`config.mk`:
```
export PLATFORM = sky130hd
export DESIGN_NAME = serial_word_collector
export DESIGN_NICKNAME = d
export VERILOG_FILES = /design/src/rtl/serial_word_collector.sv
export SDC_FILE = /design/constraint.sdc
export NUM_CORES = 1
export LEC_CHECK = 0
export CORE_MARGIN = 3
export CORE_UTILIZATION = 38
export CTS_BUF_LIST = sky130_fd_sc_hd__clkbuf_2
export DETAILED_ROUTE_END_ITERATION = 16
export SYNTH_ARGS = -nofsm -noshare
export SYNTH_HDL_FRONTEND = slang
export SYNTH_SLANG_ARGS = --single-unit
export TNS_END_PERCENT = 10
```
`constraint.sdc`:
```
create_clock -name clk -period 2.8 [get_ports clk]
set_clock_uncertainty 0.1 [all_clocks]
set_input_delay 0.42 -clock clk [delete_from_list [all_inputs] [get_ports clk]]
set_output_delay 0.42 -clock clk [all_outputs]
set_load 0.01 [all_outputs]
```
`src/rtl/serial_word_collector.sv`:
```
// serial_word_collector: reassembles start/data/stop serial frames into words on a valid/ready output.
// Define PARITY_CHECK_EN to insert an even-parity bit between the data bits and the stop bit.
module serial_word_collector #(
  parameter int WIDTH     = 4,
  parameter bit MSB_FIRST = 0
) (
  input  logic             clk,
  input  logic             rst,
  input  logic             s_din,
  input  logic             s_din_vld,
  output logic [WIDTH-1:0] dout,
  output logic             dout_vld,
  input  logic             dout_rdy,
  output logic             frame_err,
  output logic             overrun
);
  localparam int CW = $clog2(WIDTH + 1);
`ifdef PARITY_CHECK_EN
  typedef enum logic [1:0] {IDLE, DATA, PARITY, STOP} state_t;
`else
  typedef enum logic [1:0] {IDLE, DATA, STOP} state_t;
`endif
  state_t state, next;
  logic [CW-1:0] cnt;
  logic [WIDTH-1:0] sh;
  logic last, done, good;
  assign last = cnt == CW'(WIDTH - 1);
  assign done = s_din_vld && state == STOP;
`ifdef PARITY_CHECK_EN
  logic par_err;
  assign good = s_din && !par_err;
`else
  assign good = s_din;
`endif
  always_ff @(posedge clk or negedge rst)
    if (!rst) state <= IDLE;
    else state <= next;
  always_comb begin
    next = state;
    if (s_din_vld)
      case (state)
        IDLE:    next = s_din ? IDLE : DATA;
`ifdef PARITY_CHECK_EN
        DATA:    next = last ? PARITY : DATA;
        PARITY:  next = STOP;
`else
        DATA:    next = last ? STOP : DATA;
`endif
        default: next = IDLE;
      endcase
  end
  always_ff @(posedge clk or negedge rst)
    if (!rst) begin
      cnt       <= '0;
      sh        <= '0;
      dout      <= '0;
      dout_vld  <= 1'b0;
      frame_err <= 1'b0;
      overrun   <= 1'b0;
`ifdef PARITY_CHECK_EN
      par_err   <= 1'b0;
`endif
    end else begin
      if (s_din_vld && state == IDLE && !s_din) cnt <= '0;
      if (s_din_vld && state == DATA) begin
        sh  <= MSB_FIRST ? {sh[WIDTH-2:0], s_din} : {s_din, sh[WIDTH-1:1]};
        cnt <= cnt + 1'b1;
      end
`ifdef PARITY_CHECK_EN
      if (s_din_vld && state == IDLE && !s_din) par_err <= 1'b0;
      if (s_din_vld && state == PARITY) par_err <= s_din ^ (^sh);
`endif
      // a word accepted in the same cycle frees the slot for the new one
      if (done && good && (!dout_vld || dout_rdy)) begin
        dout     <= sh;
        dout_vld <= 1'b1;
      end else if (dout_vld && dout_rdy) dout_vld <= 1'b0;
      overrun   <= done && good && dout_vld && !dout_rdy;
      frame_err <= done && !good;
    end
endmodule

```
Yosys cells after proc, flatten, opt, wreduce, memory -nomap -nowiden
Cells that the tools add are included.
{"block": "totals", "ff_bits": 16, "latchBits": 0, "mem_bits_rw": 0, "mem_bits_ro": 0, "inputBits": 5, "output_inout_bits": 7, "word_cells": 35, "mem_count": 0}
{"block": "op_classes", "n_addsub": 1, "n_mul": 0, "div": 0, "magnitude_cmp": 0, "n_eq_ne": 3, "n_shift": 0, "mux": 7, "bitwise": 0, "reduce_logical": 17}
{"op": "1-bit logical AND", "count": 10}
{"op": "3-bit 2-to-1 mux", "count": 2}
{"op": "2-bit case mux with 2 select lines", "count": 1}
{"op": "2-bit nonzero test", "count": 2}
{"op": "3-bit by 1-bit adder with 3-bit output (second input constant)", "count": 1}
{"op": "3-bit by 2-bit equality test with 1-bit output (second input constant)", "count": 1}
{"op": "1-bit zero test", "count": 3}
{"op": "1-bit 2-to-1 mux", "count": 3}
{"op": "2-bit by 1-bit equality test with 1-bit output (second input constant)", "count": 1}
{"op": "2-bit equality test (second input constant)", "count": 1}
{"op": "2-bit zero test", "count": 1}
{"op": "2-bit 2-to-1 mux", "count": 1}
{"op": "1-bit logical OR", "count": 1}

Longest topological paths before layout
Gate-level depths: netlist of the first run.
{"block": "logic_depth", "ltp_word": 5, "depth_mapped": 4, "depth_no_buf": 4}

Worst setup path after synthesis of the first run
OpenSTA, ideal clock, no wires.
{"block": "synth_path", "path_type": "register to register", "start": "reg state[0]", "end": "reg dout[0]", "setup_ps": 125, "t_arrival_ps": 1185, "required_ps": 2575, "setup_slack_ps": 1390, "stages_incl_launch_ff": 4, "n_path_buf": 0, "synth_period_minus_slack_ps": 1410, "path_cell_list": "dfrtp_1 > nand4b_1 > nor2b_4 > mux2_2"}
{"block": "synth_between", "elab_chain_cells": 4}
{"element": "start: declaration", "line_no": "23", "rtl": "state_t state, next;"}
{"element": "start signal: assignment", "line_no": "37", "rtl": "else state <= next;"}
{"element": "2-bit equality test", "line_no": "28", "rtl": "assign done = s_din_vld && state == STOP;"}
{"element": "1-bit logical AND", "line_no": "28"}
{"element": "1-bit logical AND (2 in series)", "line_no": "74", "rtl": "if (done && good && (!dout_vld || dout_rdy)) begin"}
{"element": "end signal: assignment", "line_no": "75", "rtl": "dout <= sh;"}
{"element": "end: declaration", "line_no": "11", "rtl": "output logic [WIDTH-1:0] dout,"}
Every way passes these cells.
A chain may end at the register's enable or synchronous reset.

Worst setup path after layout of the first run
{"block": "layout_path", "start": "in s_din_vld", "end": "reg dout[1]"}
{"block": "layout_between", "elab_chain_cells": 3}
{"element": "start: declaration", "line_no": "10", "rtl": "input logic s_din_vld,"}
{"element": "1-bit logical AND", "line_no": "28"}
{"element": "1-bit logical AND (2 in series)", "line_no": "74"}
Every way passes these cells.

==> results of run 1 <==
cell usage after synthesis, drive strengths merged, types with 2 or more instances:
| cell type | instances | share of area, % |
|---|---|---|
| nand2 | 3 | 1.7 |
| nor2 | 3 | 1.7 |
| mux2 | 8 | 14 |
| inv | 3 | 1.7 |
| o21ai | 3 | 2.3 |
| dfrtp | 16 | 61 |
| ha | 2 | 3.8 |
worst max-delay path: cells and delay by family:
kind,cells,cell delay [ns]
and+or+nand+nor,2,0.44
muxes,1,0.35
buffers and inverters,1,0.59
stage by stage:
| stage | area, sq um | hold slack (ns) | total power, mW | setup slack (ns) | util [%] |
|---|---|---|---|---|---|
| 2_1_floorplan | 659 | 0.0244 | 0.521 | 1.39 | - |
| 3_3_place_gp | 790 | 0.380 | 0.624 | 0.789 | 50.1 |
| 3_5_place_dp | 790 | 0.382 | 0.627 | 0.750 | 50.1 |
| 4_1_cts | 805 | 0.412 | 0.722 | 1.06 | 51.0 |
| 5_1_grt | 805 | 0.436 | 0.772 | 0.976 | 51.0 |
| 6_report | 805 | 0.404 | 0.712 | 1.07 | 51.0 |
flip-flops by register name, summed over array words and instances (netlist names):
register / flops
state: 2
overrun: 1
dout_vld: 1
dout: 4
cnt: 3
sh: 4
frame_err: 1
worst max-delay path by stage:
stage / start / to / slack (ns)
2_1_floorplan: state[0] / dout[0] / 1.39
6_report: s_din_vld / dout[1] / 1.07
3_5_place_dp: s_din_vld / dout[1] / 0.75
5_1_grt: s_din_vld / dout[1] / 0.98
3_3_place_gp: s_din_vld / dout[1] / 0.79
4_1_cts: dout[2] / dout[2] / 1.06
routing by layer:
layer | GRT usage, % | up-vias | wire length [um]
li1 | - | 203 | -
met3 | 6.77 | 2 | 60
met1 | 15.1 | 188 | 515
met4 | 1.61 | 0 | 4
met2 | 15.0 | 11 | 421
met5 | 0 | - | 0
power by group through the flow:
| stage | logic, mW | clock network (mW) | registers, mW |
|---|---|---|---|
| final | 0.242 | 0.0943 | 0.375 |
| after global routing | 0.276 | 0.108 | 0.389 |
| after CTS | 0.248 | 0.100 | 0.374 |
| after detailed placement | 0.247 | 0 | 0.380 |
| after global placement | 0.242 | 0 | 0.382 |
| after floorplan | 0.141 | 0 | 0.380 |
cell type report:
| class | count | area (sq um) | share of cell area, % |
|---|---|---|---|
| sequential | 16 | 400 | 49.8 |
| timing repair buffer | 11 | 110 | 13.7 |
| inverter | 3 | 11.3 | 1.40 |
| clock buffer | 3 | 15.0 | 1.87 |
| tap | 16 | 20.0 | 2.49 |
| multi-input combinational | 30 | 248 | 30.8 |
kinds of logic (layout without fill, tap and decap cells):
logic type,Yosys count,after routing,share of synthesized area [%]
flip-flops,16,16,60.7
AND/OR/NAND/NOR,12,12,11.4
multiplexers,9,9,15.2
AO/OA/AOI/OAI,7,7,7.21
buffers and inverters,3,17,1.71
adder cells (fa/ha/maj),2,2,3.79
==> summary.txt, run 1 <==
Setup path
  • Crit path capture type: flop
  • Slowest Stage Delay on Critical Path: 0.59 ns
  • WP data required: 2.87 ns
  • Crit path kind: input port to flop
  • Reg2reg end: dout[1]
  • R2r setup slk: 1.26 ns
  • Worst flop-to-flop path startpoint: state[0]
  • CP Max Fanout: 8
  • R2R depth: 3
  • Worst path cell trace: clkdlybuf4s50_1 -> nand4b_1 -> nor2b_4 -> mux2_2
  • Setup crit start kind: input port
  • CP max-delay cell: clkdlybuf4s50_1
  • Worst EP arrival: 1.80 ns

Timing
  • Tightest Pin Transition: 0.679 ns
  • Tmin final: 1.73 ns
  • Crit share post-route: 61.9%
  • Final Hold Vio Count: 0
  • Sum Neg Setup Slack: 0 ns
  • RSZ-0062 raised after global routing: no
  • Endpoints failing setup: 0
  • Max-slew violations: 0
  • Slew margin rel.: 54.6%
  • Fmax: 577 MHz

Hold path
  • Worst hold path class: flop to flop
  • Hold Path Origin: cnt[2]
  • Hold depth: 1
  • Worst Hold Path EP: cnt[2]

Final layout
  • Area Overhead vs Synth: 22.0%
  • Final cell count without fillers: 79
  • Most frequent cells in the layout: 16 x dfrtp_1, 11 x clkdlybuf4s50_1, 8 x mux2_2
  • Most common cell after layout, fill and taps aside: dfrtp_1
  • Nets: 72
  • Filler cells: 140
  • Ant diodes: 0
  • Share of cells above drive strength 1: 22.2%

Global routing
  • First-pass GRT wire length: 1700 um
  • GRT Util Overall: 10.9%
  • Initial antenna violation count: 0
  • Total global routing overflow: 0
  • Largest net degree at the start of global routing: 17
  • Vias in the first global route: 388

CTS
  • Clock Root Buffer: clkbuf_2
  • Reg clk slew, reported paths: 0.12 ns
  • Setup bufs post-CTS: 0
  • Hold-fix buffer count after cts: 0
  • Skew-Pair Late Insertion Delay: 0.28 ns
  • Max clock buf depth: 2
  • Post-cts resize count: 0
  • H-tree depth: 1
  • Clock Sink Count: 16
  • Num CTS Buffers: 3
  • CTS tree: yes

Drt
  • Starting DRT DRC Count: 3
  • Routed wire length: 1000 um
  • Vias per cell: 5.11
  • DRC viols: 0
  • DR pass1 iterations: 2
  • Post-route ant nets: 0
  • WL/cell: 12.7 um
  • Vias: 404

Yosys
  • Top_reg_cell synth: dfrtp_1
  • Fraction of registers with async set/reset: 100%
  • Mapped Area: 659 sq um
  • Post-synth cell types: 18
  • Synthesis-stage register bit count: 16
  • Post-synthesis instance total: 49
  • EDFF count, synth: 0
  • Synth Net Count: 56
  • Ys Warns: 0
  • Post-Syn Area per Cell: 13.5 sq um
  • Sequential share of the synthesized area: 60.7%

Placement
  • Placed Instances: 76
  • PortBufs: 11
  • Routability cong.: 0.696
  • Post-DP HPWL: 770 um

Flow run
  • Maxcap violations: 0

Die
  • CORE AREA: 1580 sq um
  • Die H: 47.7 um
  • # rows: 14
  • Die area: 2270 sq um
  • Ports: 12
  • Die W: 47.7 um
  • Starting density of the core: 41.8%

Pwr
  • Leakage: 0.385 nW
  • Switching Fraction: 30.2%
  • Peak VDD IR: 0.000407 V
  • Register share of total power: 52.7%
  • Power per cell area: 885 nW/um^2
  • Cell-internal power: 0.497 mW
  • Comb power frac: 34.1%
  • NetSw: 0.215 mW
  • Clock group share of total power: 13.3%

Status
  • Status: complete, no violations
Power figures use the tool's default switching activity.
==> inputs of run 2 (changes only) <==
==> constraint.sdc (replaced) <==
create_clock -name clk -period 1.6 [get_ports clk]
set_clock_uncertainty 0.1 [all_clocks]
set_input_delay 0.24 -clock clk [delete_from_list [all_inputs] [get_ports clk]]
set_output_delay 0.24 -clock clk [all_outputs]
set_load 0.01 [all_outputs]
==> run 2 against run 1 <==
  * Register-to-register slack worse by 1.1 ns
  * Cell count up 8.9%
  * Via count up 7.2%
  * Critical path type is now flop to primary output
  * Critical endpoint is now dout[2]
==> summary.txt, run 2 (same netlist as run 1, synthesis figures left out) <==
Status
  • Status: complete, no violations (unchanged)

Pwr
  • Leakage: 0.449 nW (was 0.385 nW)
  • Peak VDD IR: 0.000932 V (was 0.000407 V)
  • Power per cell area: 1490 nW/um^2 (was 885 nW/um^2)

CTS
  • Clock Sink Count: 16 (unchanged)
  • H-tree depth: 1 (unchanged)
  • Max clock buf depth: 2 (unchanged)
  • Reg clk slew, reported paths: 0.15 ns (was 0.12 ns)
  • Setup bufs post-CTS: 0 (unchanged)
  • Clock Root Buffer: clkbuf_2 (unchanged)
  • Hold-fix buffer count after cts: 0 (unchanged)
  • Num CTS Buffers: 3 (unchanged)
  • Skew-Pair Late Insertion Delay: 0.28 ns (about the same)
  • CTS tree: yes (unchanged)
  • Post-cts resize count: 0 (unchanged)

Drt
  • Routed wire length: 1040 um (was 1000 um)
  • Starting DRT DRC Count: 5 (was 3)
  • Vias: 433 (was 404)
  • WL/cell: 12.1 um (was 12.7 um)
  • DR pass1 iterations: 4 (was 2)
  • Vias per cell: 5.03 (was 5.11)
  • Post-route ant nets: 0 (unchanged)
  • DRC viols: 0 (unchanged)

Final layout
  • Filler cells: 139 (was 140)
  • Area Overhead vs Synth: 30.2% (was 22.0%)
  • Post-Layout Inst Area: 858 sq um (was 805 sq um)
  • Nets: 78 (was 72)
  • Most common cell after layout, fill and taps aside: dfrtp_1 (unchanged)
  • Share of cells above drive strength 1: 28.6% (was 22.2%)
  • Final cell count without fillers: 86 (was 79)
  • Final core occ: 54.4% (was 51.0%)
  • Biggest regs: dout: 4 flops, sh: 4 flops, cnt: 3 flops (unchanged)
  • Ant diodes: 0 (unchanged)
  • Most frequent cells in the layout: 16 x dfrtp_1, 9 x clkdlybuf4s50_1, 8 x mux2_2 (was 16 x dfrtp_1, 11 x clkdlybuf4s50_1, 8 x mux2_2)

Timing
  • Tightest Pin Transition: 0.316 ns (was 0.679 ns)
  • Fmax: 655 MHz
  • Final Hold Vio Count: 0 (unchanged)
  • Tmin final: 1.53 ns
  • Crit share post-route: 95.5%
  • Hold slack final: 0.155 ns (was 0.404 ns)
  • Max-slew violations: 0 (unchanged)
  • RSZ-0062 raised after global routing: no (unchanged)
  • Endpoints failing setup: 0 (unchanged)
  • Slew margin rel.: 78.7% (was 54.6%)
  • Sum Neg Setup Slack: 0 ns (unchanged)

Setup path
  • WP data required: 1.26 ns (was 2.87 ns)
  • Crit path buf inv count: 1 (unchanged)
  • Setup crit start kind: flop (was input port)
  • CP Max Fanout: 2 (was 8)
  • CP top delay family: buffers and inverters (unchanged)
  • Crit path kind: flop to primary output (was input port to flop)
  • Worst path cell trace: clkdlybuf4s50_1 (was clkdlybuf4s50_1 -> nand4b_1 -> nor2b_4 -> mux2_2)
  • Crit path capture type: primary output (was flop)
  • CP max-delay cell: clkdlybuf4s50_1 (unchanged)
  • Worst EP arrival: 1.19 ns (was 1.80 ns)
  • Slowest Stage Delay on Critical Path: 0.53 ns (was 0.59 ns)

Placement
  • Routability cong.: 0.759 (was 0.696)
  • Post-place instance area: 835 sq um (was 790 sq um)
  • Placed Instances: 82 (was 76)
  • PortBufs: 11 (unchanged)
  • Post-DP HPWL: 780 um (was 770 um)

Global routing
  • GR peak layer: met2 (was met1)
  • GRT Util Overall: 10.6% (was 10.9%)
  • First-pass GRT wire length: 1640 um (was 1700 um)
  • Vias in the first global route: 396 (was 388)
  • Largest net degree at the start of global routing: 17 (unchanged)
  • M3 GR Usage: 2.26% (was 6.77%)
  • Initial antenna violation count: 0 (unchanged)
  • Total global routing overflow: 0 (unchanged)
  • M2 GR Usage: 15.5% (was 15.0%)
  • M1 GR Usage: 14.3% (was 15.1%)

Die
  • Die H: 47.7 um (unchanged)
  • Starting density of the core: 41.8% (unchanged)
  • # rows: 14 (unchanged)
  • Die W: 47.7 um (unchanged)
  • Die area: 2270 sq um (unchanged)
  • CORE AREA: 1580 sq um (unchanged)
  • Ports: 12 (unchanged)

Hold path
  • Worst hold path class: input port to asynchronous set/reset pin (was flop to flop)

Flow run
  • Maxcap violations: 0 (unchanged)
run 2: final timing paths:
check	start	to	slack, ns	cells past startpoint
worst max-delay path	dout[2]	dout[2]	0.07	1
max in group asynchronous	rst	dout[3]	1.07	2
min in group clk	cnt[2]	cnt[2]	0.41	1
worst min-delay path	rst	cnt[1]	0.15	2
worst max register to register	state[1]	dout[0]	0.14	3
worst min register to register	cnt[2]	cnt[2]	0.41	1
run 2: metal layers:
layer	vias to the layer above	wire length [um]
met4	0	23
met2	10	438
met3	4	61
met1	204	518
li1	215	-
met5	-	0
run 2: power breakdown:
group | switching (mW) | internal [mW]
logic | 0.173 | 0.284
registers | 0.0915 | 0.553
clock network | 0.123 | 0.0543
run 2: stage by stage:
stage,setup WS (ns),power [mW]
after CTS,0.0474,1.30
after floorplan,0.190,0.912
after global routing,0.000558,1.38
after global placement,-0.210,1.12
after detailed placement,-0.248,1.13
final,0.0727,1.28
run 2: final cells by class:
cell class                      count  area (sq um)  share of cell area, %
Timing Repair Buffer               17           160                   18.7
Clock buffer                        3          15.0                   1.75
Tap cell                           16          20.0                   2.33
Inverter                            3          11.3                   1.31
Sequential cell                    16           400                   46.6
Multi-Input combinational cell     30           248                   28.9
Clock inverter                      1          3.75                  0.437
==> inputs of run 3 (changes only) <==
--- a/config.mk
+++ b/config.mk
@@ -9,6 +9,7 @@
 export CORE_UTILIZATION = 38
 export CTS_BUF_LIST = sky130_fd_sc_hd__clkbuf_2
 export DETAILED_ROUTE_END_ITERATION = 16
+export DONT_BUFFER_PORTS = 1
 export SYNTH_ARGS = -nofsm -noshare
 export SYNTH_HDL_FRONTEND = slang
 export SYNTH_SLANG_ARGS = --single-unit
==> run 3 against run 2 <==
  * Sequential share of layout area is 7.8 points higher
  * Critical path depth is 2 higher
  * Sequential power increased by 5.4%
  * Setup slack gained 0.078 ns
  * Highest routed layer unchanged
  * Worst hold slack worse by 0.12 ns
  * Global-route usage up 0.58 points
  * Utilization shrank 7.8 points
==> summary.txt, run 3 (same netlist as run 1, synthesis figures left out) <==
Status
  • Status: complete, no violations (unchanged)

Timing
  • Tightest Pin Transition: 0.707 ns (was 0.316 ns)
  • Crit share post-route: 90.6% (was 95.5%)
  • Tmin final: 1.45 ns (was 1.53 ns)
  • RSZ-0062 raised after global routing: no (unchanged)
  • Endpoints failing setup: 0 (unchanged)
  • Final Hold Vio Count: 0 (unchanged)
  • Hold slack final: 0.0388 ns (was 0.155 ns)
  • Fmax: 690 MHz (was 655 MHz)
  • Max-slew violations: 0 (unchanged)
  • Sum Neg Setup Slack: 0 ns (unchanged)
  • Slew margin rel.: 52.7% (was 78.7%)

Setup path
  • Worst EP arrival: 1.55 ns (was 1.19 ns)
  • R2R depth: 3 (unchanged)
  • Setup crit start kind: flop (unchanged)
  • Worst flop-to-flop path startpoint: state[1] (unchanged)
  • Crit path capture type: flop (was primary output)
  • CP Max Fanout: 7 (was 2)
  • Crit path kind: flop to flop (was flop to primary output)
  • Reg2reg end: dout[3] (was dout[0])
  • R2r setup slk: 0.15 ns (was 0.14 ns)
  • WP data required: 1.70 ns (was 1.26 ns)

Pwr
  • Power per cell area: 1600 nW/um^2 (was 1490 nW/um^2)
  • Peak VDD IR: 0.000615 V (was 0.000932 V)
  • Clock group share of total power: 15.2% (was 13.8%)
  • Cell-internal power: 0.800 mW (was 0.892 mW)
  • NetSw: 0.375 mW (was 0.387 mW)
  • Switching Fraction: 32.0% (was 30.3%)
  • Register share of total power: 57.9% (was 50.4%)
  • Leakage: 0.364 nW (was 0.449 nW)
  • Comb power frac: 26.9% (was 35.8%)

Final layout
  • Most frequent cells in the layout: 16 x dfrtp_1, 8 x mux2_2 (was 16 x dfrtp_1, 9 x clkdlybuf4s50_1, 8 x mux2_2)
  • Area Overhead vs Synth: 11.6% (was 30.2%)
  • Final cell count without fillers: 73 (was 86)
  • Filler cells: 137 (was 139)
  • Ant diodes: 0 (unchanged)
  • Biggest regs: dout: 4 flops, sh: 4 flops, cnt: 3 flops (unchanged)
  • Post-Layout Inst Area: 736 sq um (was 858 sq um)
  • Most common cell after layout, fill and taps aside: dfrtp_1 (unchanged)
  • Share of cells above drive strength 1: 26.3% (was 28.6%)
  • Nets: 65 (was 78)
  • Final core occ: 46.7% (was 54.4%)

Die
  • Die area: 2270 sq um (unchanged)
  • Starting density of the core: 41.8% (unchanged)
  • Die H: 47.7 um (unchanged)
  • CORE AREA: 1580 sq um (unchanged)
  • Ports: 12 (unchanged)
  • # rows: 14 (unchanged)
  • Die W: 47.7 um (unchanged)

Hold path
  • Worst hold path class: input port to flop (was input port to asynchronous set/reset pin)
  • Hold depth: 2
  • Worst Hold Path EP: overrun
  • Hold Path Origin: dout_rdy

CTS
  • Post-cts resize count: 0 (unchanged)
  • Max clock buf depth: 2 (unchanged)
  • Skew-Pair Late Insertion Delay: 0.28 ns (about the same)
  • Reg clk slew, reported paths: 0.15 ns (about the same)
  • CTS tree: yes (unchanged)
  • H-tree depth: 1 (unchanged)
  • Num CTS Buffers: 3 (unchanged)
  • Clock Sink Count: 16 (unchanged)
  • Clock Root Buffer: clkbuf_2 (unchanged)

Drt
  • Starting DRT DRC Count: 2 (was 5)
  • DRC viols: 0 (unchanged)
  • WL/cell: 14.2 um (was 12.1 um)
  • Vias per cell: 5.49 (was 5.03)
  • DR pass1 iterations: 4 (unchanged)
  • Routed wire length: 1040 um (about the same)
  • Vias: 401 (was 433)
  • Post-route ant nets: 0 (unchanged)

Global routing
  • GRT Util Overall: 11.2% (was 10.6%)
  • Initial antenna violation count: 0 (unchanged)
  • Total global routing overflow: 0 (unchanged)
  • Largest net degree at the start of global routing: 17 (unchanged)
  • First-pass GRT wire length: 1650 um (was 1640 um)
  • Vias in the first global route: 391 (was 396)

Placement
  • Post-DP HPWL: 717 um (was 780 um)
  • Placed Instances: 66 (was 82)
  • Routability cong.: 0.735 (was 0.759)
  • PortBufs: 0 (was 11)
  • Post-place instance area: 687 sq um (was 835 sq um)

Flow run
  • Maxcap violations: 0 (unchanged)
==> run 3: worst max-delay path: stages (launching register included) <==
cell and delay (ns):
dfrtp_1 0.48, nand4b_1 0.22, nor2b_4 0.21, mux2_2 0.35
==> run 3: metrics by stage <==
step | setup slack (ns) | power, mW
floorplan | 0.190 | 0.912
global placement | 0.181 | 0.992
detailed placement | 0.152 | 0.998
CTS | 0.127 | 1.20
global route | 0.0376 | 1.28
finish | 0.150 | 1.17
==> run 3: layer usage <==
layer | track usage (%) | routed length [um] | share of wire [%] | vias up
met4 | 9.68 | 21 | 2.0 | 0
met2 | 14.4 | 447 | 43 | 12
li1 | - | - | - | 192
met3 | 5.64 | 85 | 8.2 | 2
met5 | 0 | 0 | 0 | -
met1 | 13.5 | 485 | 47 | 195
==> run 3: what timing repair did <==
item                                   in CTS  in global routing
hold buffers                                2                  1
setup buffers                               0                  0
endpoints found under the hold margin      18                  1
==> run 3: layout make-up <==
type / count / area, sq um / area share [%]
clock buffer: 3 / 15.0 / 2.04
clock inverter: 1 / 3.75 / 0.510
inverter: 3 / 11.3 / 1.53
multi-input combinational: 30 / 248 / 33.7
sequential: 16 / 400 / 54.4
tap: 16 / 20.0 / 2.72
timing repair buffer: 4 / 37.5 / 5.10
==> run 3: worst max path at each step <==
stage	from	endpoint	slack [ns]	cells after the start
after floorplan	state[0]	dout[0]	0.19	3
after global placement	state[1]	dout[1]	0.18	3
after detailed placement	state[1]	dout[3]	0.15	3
after CTS	state[1]	dout[3]	0.13	3
after global routing	state[1]	dout[2]	0.04	3
final	state[1]	dout[3]	0.15	3
==> run 3: power groups by stage <==
stage | registers (mW) | logic [mW] | clock network [mW]
global route | 0.703 | 0.360 | 0.215
detailed placement | 0.691 | 0.307 | 0
CTS | 0.683 | 0.320 | 0.194
global placement | 0.692 | 0.301 | 0
floorplan | 0.665 | 0.247 | 0
finish | 0.680 | 0.317 | 0.178
